<file path="src/rtl/rsp_s1_prep_div.sv">
// -----------------------------------------------------------------------------
// rsp_s1_prep_div
//
// Iterative radix-2 restoring divider for the s1 preparation path. It takes one
// dividend/divisor pair through a valid/ready handshake and produces one
// quotient bit per cycle, MSB first. Unsigned or two's-complement signed
// operation is selected per operation with TC. The result is held until the
// consumer takes it.
//
// Latency: OUT_VALID rises after edge A_width+1, counted from the accept edge.
// Minimum initiation interval: A_width+3 cycles.
//
// Optional feature macro:
//   RSP_S1_DIV_REM_EN  - defined: REMAINDER is computed, sign-corrected and
//                        registered. Undefined: REMAINDER is tied to 0.
//
// Parameters:
//   A_width    dividend / quotient width (A_width >= B_width >= 2)
//   B_width    divisor / remainder width
//
// Ports:
//   CLK        rising-edge clock
//   RST        asynchronous active-high reset
//   IN_VALID   operand pair valid
//   IN_READY   divider idle, can accept operands
//   A          dividend
//   B          divisor
//   TC         0: unsigned, 1: signed; sampled together with A/B
//   OUT_VALID  result valid
//   OUT_READY  consumer accepts result
//   QUOTIENT   quotient (truncated toward zero)
//   REMAINDER  remainder (takes the sign of the dividend)
//   DIV_BY_0   divisor was zero for this result
// -----------------------------------------------------------------------------
module rsp_s1_prep_div #(
   parameter int A_width = 8,
   parameter int B_width = 8
) (
   input  logic               CLK,
   input  logic               RST,
   input  logic               IN_VALID,
   output logic               IN_READY,
   input  logic [A_width-1:0] A,
   input  logic [B_width-1:0] B,
   input  logic               TC,
   output logic               OUT_VALID,
   input  logic               OUT_READY,
   output logic [A_width-1:0] QUOTIENT,
   output logic [B_width-1:0] REMAINDER,
   output logic               DIV_BY_0
);

   localparam int CNT_W = (A_width > 2) ? $clog2(A_width) : 1;

   localparam logic [1:0] S_IDLE = 2'd0;
   localparam logic [1:0] S_CALC = 2'd1;
   localparam logic [1:0] S_FIX  = 2'd2;
   localparam logic [1:0] S_DONE = 2'd3;

   logic [1:0]         state;
   logic               tc_r;
   logic               a_neg;
   logic               b_neg;
   logic [A_width-1:0] dvd;      // dividend magnitude, shifted out MSB first; quotient shifts in at the LSB
   logic [B_width-1:0] bmag;     // divisor magnitude
   logic [B_width:0]   pr;       // partial remainder
   logic [CNT_W-1:0]   cnt;

   logic signed [A_width-1:0] a_s;
   logic signed [B_width-1:0] b_s;

   logic [B_width:0]   pr_sh;
   logic [B_width:0]   pr_sub;
   logic               q_bit;

`ifdef RSP_S1_DIV_REM_EN
   logic [B_width-1:0] a_low;    // raw low dividend bits, returned as the divide-by-zero remainder
`endif

   function automatic logic [A_width-1:0] neg_a(input logic [A_width-1:0] v);
      return -v;
   endfunction

   function automatic logic [B_width-1:0] neg_b(input logic [B_width-1:0] v);
      return -v;
   endfunction

   assign a_s = A;
   assign b_s = B;

   // Restoring step. pr[B_width] can only be set if the previous step left a
   // remainder >= 2^B_width, which the loop never does; folding it into the
   // compare keeps the step correct for the full partial-remainder width.
   always_comb begin
      pr_sh  = {pr[B_width-1:0], dvd[A_width-1]};
      q_bit  = pr[B_width] | (pr_sh >= {1'b0, bmag});
      pr_sub = pr_sh - {1'b0, bmag};
   end

   always_ff @(posedge CLK or posedge RST) begin
      if (RST) begin
         state     <= S_IDLE;
         IN_READY  <= 1'b1;
         OUT_VALID <= 1'b0;
         QUOTIENT  <= '0;
         DIV_BY_0  <= 1'b0;
         tc_r      <= 1'b0;
         a_neg     <= 1'b0;
         b_neg     <= 1'b0;
         dvd       <= '0;
         bmag      <= '0;
         pr        <= '0;
         cnt       <= '0;
`ifdef RSP_S1_DIV_REM_EN
         REMAINDER <= '0;
         a_low     <= '0;
`endif
      end else begin
         case (state)
            // IDLE: accept operands, capture signs and magnitudes
            S_IDLE: begin
               if (IN_VALID) begin
                  tc_r     <= TC;
                  a_neg    <= a_s < 0;
                  b_neg    <= b_s < 0;
                  dvd      <= (TC && (a_s < 0)) ? neg_a(A) : A;
                  bmag     <= (TC && (b_s < 0)) ? neg_b(B) : B;
                  pr       <= '0;
                  cnt      <= CNT_W'(A_width - 1);
                  IN_READY <= 1'b0;
                  state    <= S_CALC;
`ifdef RSP_S1_DIV_REM_EN
                  a_low    <= A[B_width-1:0];
`endif
               end
            end
            // CALC: one quotient bit per cycle
            S_CALC: begin
               pr  <= q_bit ? pr_sub : pr_sh;
               dvd <= {dvd[A_width-2:0], q_bit};
               cnt <= cnt - CNT_W'(1);
               if (cnt == '0) begin
                  state <= S_FIX;
               end
            end
            // FIX: sign correction and divide-by-zero override
            S_FIX: begin
               if (bmag == '0) begin
                  QUOTIENT  <= '1;
                  DIV_BY_0  <= 1'b1;
`ifdef RSP_S1_DIV_REM_EN
                  REMAINDER <= a_low;
`endif
               end else begin
                  QUOTIENT  <= (tc_r && (a_neg ^ b_neg)) ? neg_a(dvd) : dvd;
                  DIV_BY_0  <= 1'b0;
`ifdef RSP_S1_DIV_REM_EN
                  REMAINDER <= (tc_r && a_neg) ? neg_b(pr[B_width-1:0]) : pr[B_width-1:0];
`endif
               end
               OUT_VALID <= 1'b1;
               state     <= S_DONE;
            end
            // DONE: hold result until taken
            S_DONE: begin
               if (OUT_READY) begin
                  OUT_VALID <= 1'b0;
                  IN_READY  <= 1'b1;
                  state     <= S_IDLE;
               end
            end
            default: begin
               state <= S_IDLE;
            end
         endcase
      end
   end

`ifndef RSP_S1_DIV_REM_EN
   assign REMAINDER = '0;
`endif

endmodule

</file>
<file path="config.mk">
export PLATFORM = sky130hd
export DESIGN_NAME = rsp_s1_prep_div
export DESIGN_NICKNAME = d
export VERILOG_FILES = /design/src/rtl/rsp_s1_prep_div.sv
export SDC_FILE = /design/constraint.sdc
export NUM_CORES = 1
export LEC_CHECK = 0
export BUFFER_PORTS_ARGS = -buffer_cell sky130_fd_sc_hd__buf_2
export CAP_MARGIN = 10
export CELL_PAD_IN_SITES_DETAIL_PLACEMENT = 1
export CELL_PAD_IN_SITES_GLOBAL_PLACEMENT = 2
export CORE_MARGIN = 2
export CORE_UTILIZATION = 35
export CTS_CLUSTER_DIAMETER = 150
export DETAILED_ROUTE_END_ITERATION = 10
export PLACE_DENSITY_LB_ADDON = 0.1
export SYNTH_ARGS = -nofsm -noshare
export SYNTH_HDL_FRONTEND = slang
export SYNTH_SLANG_ARGS = --single-unit
</file>
<file path="constraint.sdc">
create_clock -name CLK -period 2.4 [get_ports CLK]
set_input_delay 0.12 -clock CLK [delete_from_list [all_inputs] [get_ports CLK]]
set_output_delay 0.12 -clock CLK [all_outputs]
set_load 0.01 [all_outputs]
</file>
==> run metrics, run 1 <==
Final Hold Violating Endpoints=0; GPL Wtd Cong=0.7679; Num CTS Buffers=5; FF-to-FF End=pr[3]$_DFFE_PP0P_; TritonCTS clock tree=built; ys async rst share=1.000; Total Routing Usage GR=0.1818; Setup TNS=0 ns; I/O Pins=40; share of cells above drive strength 1=0.1534; NetSw=~2.2 mW; Crit. End Element=flop; TritonCTS Sinks=44; arrival time worst endpoint=2.44 ns; Post-DRT Antenna Nets=0; core footprint=7767 µm²; Sw Share=0.4624; fin crit share=0.9369; row cnt=32; total power per unit cell area=~1500 nW/µm²; Reg power frac=0.293; M3 GR Usage=0.02648; Hold WS=0.01853 ns; CTS root buffer=clkbuf_8; Worst R2R Setup Slack=~0.15 ns; crit path max fanout=7; DP HPWL=5585 µm; sequential area share after synthesis=0.3898; initial antenna violation count=0; Placed Instances=458; Synthesis Warnings=0; area share of the leading cell type in the synthesized netlist=0.3805; Slew Viols, Final=0; Highest Clock Rate=444.7 MHz; buffer count from post-CTS setup fixing=0; Die H=around 94 µm; fin crit period=2.248 ns; final WL=between 7000 and 8000 µm; vias in the first global route=roughly 2500; slew of the pin with the lowest slew margin=0.6404 ns; Detailed Route Iter0 Violations=85; Worst-path clk slew=0.09 ns; RSZ-0062 raised after global routing=false; R2R Path Start=bmag[1]$_DFFE_PP0P_; average cell area after synthesis=8.621 µm²; Seq cells post-synth=between 40 and 50; first-pass GRT wire length=12550 µm; starting density of the core=0.3640; relative slew slack=0.5731; global route hottest layer=met2; Power Total=4.671 mW; Die W=between 90 and 100 µm; ys flop type=dfrtp_1; final non-filler cell total=about 470; Min-Delay Path Class=in2reg; Residual DRC=0; Cell Int Power=between 2 and 3 mW; setup violators final=0; Comb power frac=0.578; Worst Skew=0.006362 ns; maxcap violations=0; crit path capture=pr[3]$_DFFE_PP0P_; top area cells in the synthesized netlist=dfrtp_1, ha_1, nand2_1, a21oi_1, o21ai_0; status=complete, no violations; r2r worst-path depth=7; Syn Inst Count=328; vias=2392; Port Buffers=31; total die area=roughly 9000 µm²; Crit. Startpoint=bmag[1]$_DFFE_PP0P_; Setup CP Type=reg2reg; Post-synth EDFFs=0; worst skew pair latency=0.31 ns; maximum vdd drop=0.0005977 V; largest area contributor in the netlist=dfrtp_1; largest net degree at the start of global routing=between 40 and 50; Final WS setup=0.1515 ns; drt wl/cell=roughly 15 µm; met1 Usage GRT=0.2546; met2 usage in global routing=0.2982; CTS Buffer Depth=2; Clk pwr share=0.129; pre-CTS WS=0.1651 ns; CP Launch Type=flop; post-cts sizing count=0; H-tree Lvls=2; Req. time, crit path=2.59 ns; synthesized cell area=~2800 µm²; Pre-antenna DRT Iters=4; Via density=5.122; area grow syn2layout=13.85%; post-synth cell types=57; fin nets=403; number of diodes=0; GR Overflow Total=0; static leakage=1.523 nW
[registers in the layout (all words and copies together) (netlist names)]
register / count
DIV_BY_0: 1
dvd: 8
cnt: 3
IN_READY: 1
QUOTIENT: 8
a_neg: 1
b_neg: 1
state: 2
OUT_VALID: 1
tc_r: 1
pr: 9
bmag: 8
[worst min-delay path by stage]
| stage | start | to | slack, ns | cells past startpoint |
|---|---|---|---|---|
| detailed placement | RST | pr[7]$_DFFE_PP0P_ | 0.30 | 3 |
| global placement | RST | pr[7]$_DFFE_PP0P_ | 0.30 | 3 |
| CTS | OUT_READY | OUT_VALID$_DFFE_PP0P_ | 0.01 | 2 |
| global route | OUT_READY | OUT_VALID$_DFFE_PP0P_ | 0.03 | 2 |
| finish | OUT_READY | OUT_VALID$_DFFE_PP0P_ | 0.02 | 2 |
| floorplan | OUT_READY | OUT_VALID$_DFFE_PP0P_ | 0.21 | 1 |
[kinds of logic (layout without fill, tap and decap cells)]
kind of cell / Yosys count / in the layout / synth area share
AOI/OAI and AO/OA: 91 / 91 / 0.2062
and+or+nand+nor: 102 / 102 / 0.1619
buffers and inverters: 48 / 78 / 0.08009
xor gates and xnor gates: 17 / 17 / 0.05265
adders and majority gates: 18 / 18 / 0.08230
muxes: 7 / 7 / 0.02566
other: 1 / 8 / 0.001326
DFF: 44 / 44 / 0.3898
[synth_stat cells (3+ instances only)]
| library cell | number |
|---|---|
| o211ai_1 | 4 |
| nor2_1 | 29 |
| ha_1 | 17 |
| xnor2_1 | 10 |
| nand2_1 | 39 |
| buf_4 | 8 |
| nand2b_1 | 4 |
| or3_1 | 5 |
| nor3_1 | 8 |
| a21oi_1 | 29 |
| mux2i_1 | 5 |
| xor2_1 | 7 |
| dfrtp_1 | 43 |
| inv_1 | 26 |
| nand3_1 | 5 |
| clkbuf_1 | 10 |
| o31ai_1 | 3 |
| o21ai_0 | 24 |
| a31oi_1 | 3 |
[routing by layer]
layer	vias up	wire (µm)
met5	-	0
met4	0	77
met3	7	186
met2	35	3391
met1	1153	3512
li1	1197	-
[worst max-delay path, cell delays in order (launching register included)]
cell and delay, ns:
dfrtp_1 0.44, inv_1 0.07, ha_1 0.32, nand2b_1 0.12, a211oi_2 0.10, o311a_1 0.39, or2_1 0.34, a221o_1 0.36
[power by group through the flow]
stage / clock network, mW / logic, mW / registers (mW)
final: 0.605 / 2.70 / 1.37
after global routing: 0.647 / 3.09 / 1.43
after CTS: 0.618 / 2.73 / 1.38
after detailed placement: 0 / 2.71 / 1.39
after global placement: 0 / 2.67 / 1.38
after floorplan: 0 / 1.95 / 1.36
[layout make-up]
class,count,area [µm²]
flip-flops and latches,44,1102
fillers,962,4548
multi-input cells,243,1525
clock inverters,3,46.29
inverters,27,101.3
repair buffers,43,247.7
clock buffers,5,68.82
well taps,102,127.6
[stage by stage]
step	util	area (µm²)
after floorplan	-	2854
after global placement	0.3984	3094
after detailed placement	0.3984	3094
after CTS	0.4145	3219
after global routing	0.4145	3219
final	0.4145	3219
[what timing repair did]
item | CTS | global route
hold buffers | 1 | 0
endpoints found under the setup margin | 0 | 0
endpoints found under the hold margin | 43 | 0
[layout by cell type (no fill, tap or decap), drive strengths merged, types with 4 or more instances in the layout]
cell type  synthesis  final
dfrtp             43     43
buf               11     42
nand2             39     39
nor2              29     29
a21oi             29     29
inv               26     26
o21ai             25     25
ha                17     17
xnor2             10     10
nor3               8      8
conb               1      8
xor2               7      7
or3                5      5
mux2i              5      5
nand3              5      5
clkbuf            10      5
nand2b             4      4
o211ai             4      4
Note: power is estimated with default switching activity, not from simulation.
==> run 2, diff against run 1 <==
CORE_MARGIN = 10   (was 2)
CORE_UTILIZATION = 36   (was 35)
CTS_BUF_LIST = sky130_fd_sc_hd__clkbuf_4   (was unset)
==> run metrics, run 2 (same netlist as run 1, synthesis figures left out) <==
arrival time worst endpoint=2.49 ns; Worst-path clk slew=0.16 ns; worst skew pair latency=0.38 ns; GR Overflow Total=0; number of fill cells=971; first-pass GRT wire length=12360 µm; pre-CTS WS=0.2025 ns; slew of the pin with the lowest slew margin=0.7048 ns; max FFs per register=9; fin nets=403; Multi-input gate area=1525 µm²; starting density of the core=0.3678; DP HPWL=between 5000 and 6000 µm; Final WS setup=0.1919 ns; Storage cell area=1102 µm²; drt wl/cell=roughly 16 µm; NetSw=2.133 mW; Worst Skew=0.01558 ns; Total Routing Usage GR=0.1290; Setup CP Type=reg2reg; most frequent cells in the layout=dfrtp_1, nand2_1, buf_2, nor2_1, a21oi_1; core footprint=7687 µm²; Power Total=around 4.5 mW; largest net degree at the start of global routing=28; Reg power frac=0.303; Detailed Route Iter0 Violations=between 100 and 150; Final Hold Violating Endpoints=0; TritonCTS clock tree=built; Min-Delay Path Class=in2reg; CTS root buffer=clkbuf_4; FF-to-FF End=pr[3]$_DFFE_PP0P_; vias in the first global route=2505; vias=2376; I/O Pins=40; GPL Wtd Cong=around 0.80; total die area=11800 µm²; Via density=5.088; H-tree Lvls=2; Crit. Startpoint=bmag[1]$_DFFE_PP0P_; fin crit share=0.9200; relative slew slack=0.5272; maxcap violations=0; Hold WS=0.02917 ns; post-route design area=3193 µm²; Placed Instances=roughly 460; Setup TNS=0 ns; final WL=7376 µm; final non-filler cell total=about 470; largest reg by FF count=pr; Pre-antenna DRT Iters=4; R2R Path Start=bmag[1]$_DFFE_PP0P_; Sw Share=0.4723; maximum vdd drop=0.0005186 V; status=complete, no violations; initial antenna violation count=0; Post-DP Area=3079 µm²; r2r worst-path depth=7; row cnt=32; Req. time, crit path=2.68 ns; setup violators final=0; share of cells above drive strength 1=0.1479; fin crit period=between 2 and 2.5 ns; Highest Clock Rate=452.9 MHz; Die H=108.6 µm; Post-DRT Antenna Nets=0; Finished Core Util=0.4154; Die W=108.6 µm; CTS Buffer Depth=2; Port Buffers=31; Clk pwr share=0.112; Crit. End Element=flop; Comb power frac=0.586; static leakage=1.509 nW; Num CTS Buffers=5; number of diodes=0; crit path capture=pr[3]$_DFFE_PP0P_; most common cell after layout, fill and taps aside=dfrtp_1; Cell Int Power=approximately 2.4 mW; TritonCTS Sinks=44; crit path max fanout=7; total power per unit cell area=1414 nW/µm²; area grow syn2layout=12.92%; Slew Viols, Final=0; RSZ-0062 raised after global routing=false; Worst R2R Setup Slack=0.19 ns; Residual DRC=0; CP Launch Type=flop
==> run 2: cell count changes in the layout (fill, tap and decap cells not counted) <==
cell	previous run	this run
clkbuf_4	0	5
clkbuf_8	5	0
buf_4	11	9
dlygate4sd3_1	1	3
==> run 2: worst min-delay path by stage <==
stage / start / to / cells after the start
2_1_floorplan: OUT_READY / OUT_VALID$_DFFE_PP0P_ / 1
3_3_place_gp: RST / DIV_BY_0$_DFFE_PP0P_ / 2
3_5_place_dp: RST / DIV_BY_0$_DFFE_PP0P_ / 2
4_1_cts: A[7] / a_neg$_DFFE_PP0P_ / 2
5_1_grt: IN_VALID / b_neg$_DFFE_PP0P_ / 3
6_report: IN_VALID / b_neg$_DFFE_PP0P_ / 3
==> run 2: per-layer routing <==
metal | up-vias | track usage | wire length, µm | share of wire
met4 | 0 | 0.03390 | 77 | 0.010
met1 | 1135 | 0.1763 | 3737 | 0.51
li1 | 1192 | - | - | -
met5 | - | 0 | 0 | 0
met2 | 42 | 0.2017 | 3330 | 0.45
met3 | 7 | 0.02832 | 231 | 0.031
==> run 2: timing repair <==
item	CTS	global route
hold buffers	2	1
endpoints found under the hold margin	18	1
resized for setup	0	0
setup buffers	0	0
==> run 2: power groups by stage <==
stage,sequential [mW],combinational [mW],clock (mW)
floorplan,1.36,1.95,0
global placement,1.38,2.62,0
detailed placement,1.39,2.65,0
CTS,1.37,2.67,0.526
global route,1.42,3.02,0.553
finish,1.37,2.65,0.504
==> run 2: area by class of cell <==
type                            instances  share of cell area
Multi-Input combinational cell        243              0.4777
Sequential cell                        44              0.3452
Timing Repair Buffer                   43             0.07915
Tap cell                              102             0.03997
Inverter                               27             0.03174
Clock inverter                          3             0.01450
Clock buffer                            5             0.01176
==> run 2: worst max-delay path, stage by stage, from the launching register on <==
cell,delay (ns)
dfrtp_1,0.45
inv_1,0.07
ha_1,0.32
nand2b_1,0.12
a211oi_2,0.09
o311a_1,0.37
or2_1,0.33
a221o_1,0.36
